[src/rtl/apb_master_fsm.sv]
// rtl/apb_master_fsm.sv - APB3 requester: pops one FIFO command, runs SETUP/ACCESS, returns a response.
// Optional ACCESS timeout is compiled in with `define APB_MASTER_TIMEOUT_EN.
module apb_master_fsm #(
   parameter int ADDR_WIDTH     = 32,
   parameter int DATA_WIDTH     = 32,
   parameter int TIMEOUT_CYCLES = 16
) (
   input  logic                           clk,
   input  logic                           rst_n,
   input  logic [ADDR_WIDTH+DATA_WIDTH:0] fifo_rd_data,
   input  logic                           fifo_empty,
   output logic                           fifo_rd_en,
   output logic [ADDR_WIDTH-1:0]          paddr,
   output logic                           pwrite,
   output logic [DATA_WIDTH-1:0]          pwdata,
   output logic                           psel,
   output logic                           penable,
   input  logic                           pready,
   input  logic [DATA_WIDTH-1:0]          prdata,
   input  logic                           pslverr,
   output logic                           rsp_valid,
   input  logic                           rsp_ready,
   output logic [DATA_WIDTH-1:0]          rsp_rdata,
   output logic                           rsp_err
);

   typedef enum logic [1:0] {IDLE, SETUP, ACCESS, RESP} state_t;

   state_t state;
   state_t state_nxt;
   logic   pop;
   logic   timeout;
   logic   access_done;

`ifdef APB_MASTER_TIMEOUT_EN
   localparam int CW = $clog2(TIMEOUT_CYCLES + 1);
   logic [CW-1:0] to_cnt;

   assign timeout = (state == ACCESS) && !pready && (to_cnt == CW'(TIMEOUT_CYCLES - 1));

   always_ff @(posedge clk or negedge rst_n) begin
      if (!rst_n) begin
         to_cnt <= '0;
      end else if (state == SETUP) begin
         to_cnt <= '0;
      end else if (state == ACCESS && !pready) begin
         to_cnt <= to_cnt + 1'b1;
      end
   end
`else
   logic unused_timeout_cycles;
   assign unused_timeout_cycles = ^TIMEOUT_CYCLES;
   assign timeout = 1'b0;
`endif

   assign access_done = (state == ACCESS) && (pready || timeout);

   always_ff @(posedge clk or negedge rst_n) begin
      if (!rst_n) begin
         state <= IDLE;
      end else begin
         state <= state_nxt;
      end
   end

   // Pop is gated by rst_n so nothing is requested while reset is held.
   always_comb begin
      state_nxt  = state;
      pop        = 1'b0;
      psel       = 1'b0;
      penable    = 1'b0;
      rsp_valid  = 1'b0;
      case (state)
         IDLE: begin
            pop = rst_n && !fifo_empty;
            if (pop) state_nxt = SETUP;
         end
         SETUP: begin
            psel      = 1'b1;
            state_nxt = ACCESS;
         end
         ACCESS: begin
            psel    = 1'b1;
            penable = 1'b1;
            if (access_done) state_nxt = RESP;
         end
         RESP: begin
            rsp_valid = 1'b1;
            if (rsp_ready) begin
               pop       = rst_n && !fifo_empty;
               state_nxt = pop ? SETUP : IDLE;
            end
         end
         default: state_nxt = IDLE;
      endcase
      fifo_rd_en = pop;
   end

   always_ff @(posedge clk or negedge rst_n) begin
      if (!rst_n) begin
         pwrite    <= 1'b0;
         paddr     <= '0;
         pwdata    <= '0;
         rsp_rdata <= '0;
         rsp_err   <= 1'b0;
      end else begin
         if (pop) begin
            {pwrite, paddr, pwdata} <= fifo_rd_data;
         end
         // A timeout exits with pready low: report an error and no data.
         if (access_done) begin
            rsp_rdata <= (pwrite || !pready) ? '0 : prdata;
            rsp_err   <= pready ? pslverr : 1'b1;
         end
      end
   end

endmodule

[config.mk]
export PLATFORM = sky130hd
export DESIGN_NAME = apb_master_fsm
export DESIGN_NICKNAME = d
export VERILOG_FILES = /design/src/rtl/apb_master_fsm.sv
export SDC_FILE = /design/constraint.sdc
export NUM_CORES = 1
export LEC_CHECK = 0
export ABC_AREA = 0
export BUFFER_PORTS_ARGS = -buffer_cell sky130_fd_sc_hd__clkbuf_2
export CAP_MARGIN = 5
export CORE_ASPECT_RATIO = 0.7
export CORE_MARGIN = 3
export CORE_UTILIZATION = 39
export CTS_BUF_LIST = sky130_fd_sc_hd__clkbuf_16
export CTS_CLUSTER_SIZE = 10
export DETAILED_ROUTE_END_ITERATION = 10
export GPL_ROUTABILITY_DRIVEN = 0
export PLACE_DENSITY = 0.68
export SYNTH_ARGS = -nofsm -noshare
export SYNTH_HDL_FRONTEND = slang
export SYNTH_SLANG_ARGS = --single-unit
[constraint.sdc]
create_clock -name clk -period 2.5 [get_ports clk]
set_input_delay 0.375 -clock clk [delete_from_list [all_inputs] [get_ports clk]]
set_output_delay 0.375 -clock clk [all_outputs]
set_load 0.02 [all_outputs]
==> flow_metrics.tcl <==
set metrics [dict create \
    outcome "finished, final reports clean" \
    period_share_pct 90.8 \
    cts.clk_slew.worst_paths_ns 0.06 \
    initial_core_util_pct 40.5 \
    grt_pass1_vias 2995 \
    yosysTopAreaCell "dfrtp_1" \
    clock_latency_ns 0.34 \
    syn-cell-area_mm2 0.00398 \
    min_period_ns 2.27 \
    num_rows 30 \
    synthToLayoutAreaGrowth_pct 36.9 \
    start_kind "register" \
    root_buffer "clkbuf_16" \
    n_antenna_cell 0 \
    postLayoutCoreUtil_pct 55.4 \
    cts_buffer_depth 2 \
    vias 2907 \
    grt_max_degree 70 \
    cts_resized 0 \
    numPlacedInstances 622 \
    drive_gt1_share_pct 50.2 \
    worst_hold_path_type "primary input to asynchronous set/reset pin" \
    drc_errors 0 \
    yosysTopAreaCellShare_pct 62.9 \
    finalSetupViolations 0 \
    vias_per_cell 4.56 \
    numPortBuffers 204 \
    slew_violations 0 \
    die_w_um 127 \
    firstDrtPassIters 4 \
    powerDensity_mw_per_mm2 1350 \
    dieArea_mm2 0.0115 \
    synth.distinct_cells 21 \
    grt_setup_unrepaired "false" \
    grt_util_all_layers_pct 16.4 \
    ant_nets 0 \
    synth_area_leaders "dfrtp_1, mux2_1, mux2_2" \
    ir_worst_vdd_mv 0.713 \
    synth_warnings 0 \
    worstPathRequired_ns 2.12 \
    overflow 0 \
    num-nets-final 612 \
    drt_wl_total_um 9210 \
    post_cts_buffers 0 \
    max_freq_mhz 441 \
    synth_cells 298 \
    p_leak_nw 2.83 \
    clock_sinks 100 \
    syn_nets 405 \
    core_mm2 0.00983 \
    drt_iter0_drc 77 \
    io_pins 205 \
    routedWlPerCell_um 14.4 \
    worstPathMaxFanout 7 \
    endpoint_kind "output port" \
    maxSlewHeadroom_pct 44.1 \
    dp_hpwl_um 7110 \
    finalSetupTns_ns 0 \
    fin_hold_ws_ns 0.0700 \
    htree_levels 3 \
    clock_skew_ns 0.00552 \
    fin_cells 638 \
    critical_path_class "register to output port" \
    cts-hold-fix-buffers 0 \
    cts_tree "built" \
    max_slew.worst_pin.slew_ns 0.838 \
    antenna_found_initial 0 \
    hold_viol 0 \
    yosysSeqAreaShare_pct 62.9 \
    cts_buffers 9 \
    ys_ff_latch 100 \
    die_h_um 90.5 \
    r2r_setup_slack_ns 0.45 \
    avgSynthCellArea_um2 13.4 \
    arrival_ns 1.89 \
    max_cap_violations 0 \
    grt_pass1_wl_um 15000 \
]
-- layout make-up --
| class | count | area, um2 |
|---|---|---|
| clock buffers | 9 | 225 |
| clock inverters | 7 | 66.3 |
| fillers | 873 | 4380 |
| inverters | 3 | 11.3 |
| multi-input cells | 178 | 1370 |
| flip-flops and latches | 100 | 2500 |
| well taps | 128 | 160 |
| repair buffers | 213 | 1120 |
-- synth_stat cells --
cell	count
nand2b_1	33
a2111oi_0	1
buf_8	1
ha_1	4
buf_2	2
inv_1	3
clkbuf_1	9
a2bb2oi_1	1
buf_1	1
buf_6	4
dfrtp_1	100
nand2_1	33
nor2_1	1
nor3_2	1
nor2b_1	2
a21oi_1	1
a211oi_1	1
mux2_2	28
mux2_1	39
o21ai_0	32
a311oi_1	1
-- layer usage --
metal / track usage, % / wire length [um] / up-vias
met1: 20.9 / 4010 / 1352
li1: - / - / 1414
met5: 0 / 0 / -
met2: 26.5 / 4260 / 126
met3: 5.50 / 772 / 15
met4: 5.18 / 164 / 0
-- worst max-delay path: stages, from the launching register on --
cell	delay, ns
dfrtp_1	0.37
inv_1	0.10
ha_1	0.37
nor3_4	0.45
clkbuf_2	0.27
-- cells by family after synthesis --
logic type,count (synthesis),share of synthesized area (%)
compound gates,37,5.00
fa+ha+maj,4,1.26
flops,100,62.9
mux,67,19.0
simple gates,70,8.96
buf+inv,20,2.99
-- per-stage QoR --
stage               instance area (um2)  power, mW  setup WS, ns
floorplan                          3980       4.82         0.648
global placement                   5160       5.94         0.555
detailed placement                 5160       6.06         0.426
CTS                                5450       7.45         0.166
global route                       5450       7.82        0.0862
finish                             5450       7.33         0.231
-- cells in the final DEF, fill, tap and decap left out --
cell	synthesis	routed
clkbuf_2	0	203
dfrtp_1	100	100
mux2_1	39	39
nand2b_1	33	33
nand2_1	33	32
o21ai_0	32	32
mux2_2	28	28
clkbuf_16	0	9
buf_4	0	8
ha_1	4	4
inv_1	3	3
clkinv_1	0	3
nor2b_1	2	2
buf_12	0	2
a21oi_1	1	1
nor3_4	0	1
nand2_2	0	1
nor2_1	1	1
a2111oi_0	1	1
a311oi_1	1	1
a211oi_1	1	1
a2bb2oi_1	1	1
inv_6	0	1
bufinv_16	0	1
clkinv_4	0	1
clkinvlp_4	0	1
-- registers in the layout (all words and copies together) (netlist names) --
name,count
pwdata,32
paddr,32
pwrite,1
rsp_rdata,32
rsp_err,1
state,2
-- path summary, 6_finish.rpt --
kind,from,endpoint,depth (start not counted)
worst max-delay path,state[0],fifo_rd_en,4
worst min-delay path,rst_n,pwrite,2
worst max register to register,state[0],pwdata[1],5
worst min register to register,rsp_rdata[12],rsp_rdata[12],2
max in group asynchronous,rst_n,paddr[27],3
min in group clk,fifo_rd_data[10],pwdata[10],2
-- power breakdown --
group / internal [mW] / switching [mW] / total [mW]
Clock: 0.771 / 0.582 / 1.35
Combinational: 1.26 / 1.93 / 3.19
Sequential: 2.38 / 0.407 / 2.79
Total: 4.41 / 2.92 / 7.33
Note: power is estimated with default switching activity, not from simulation.
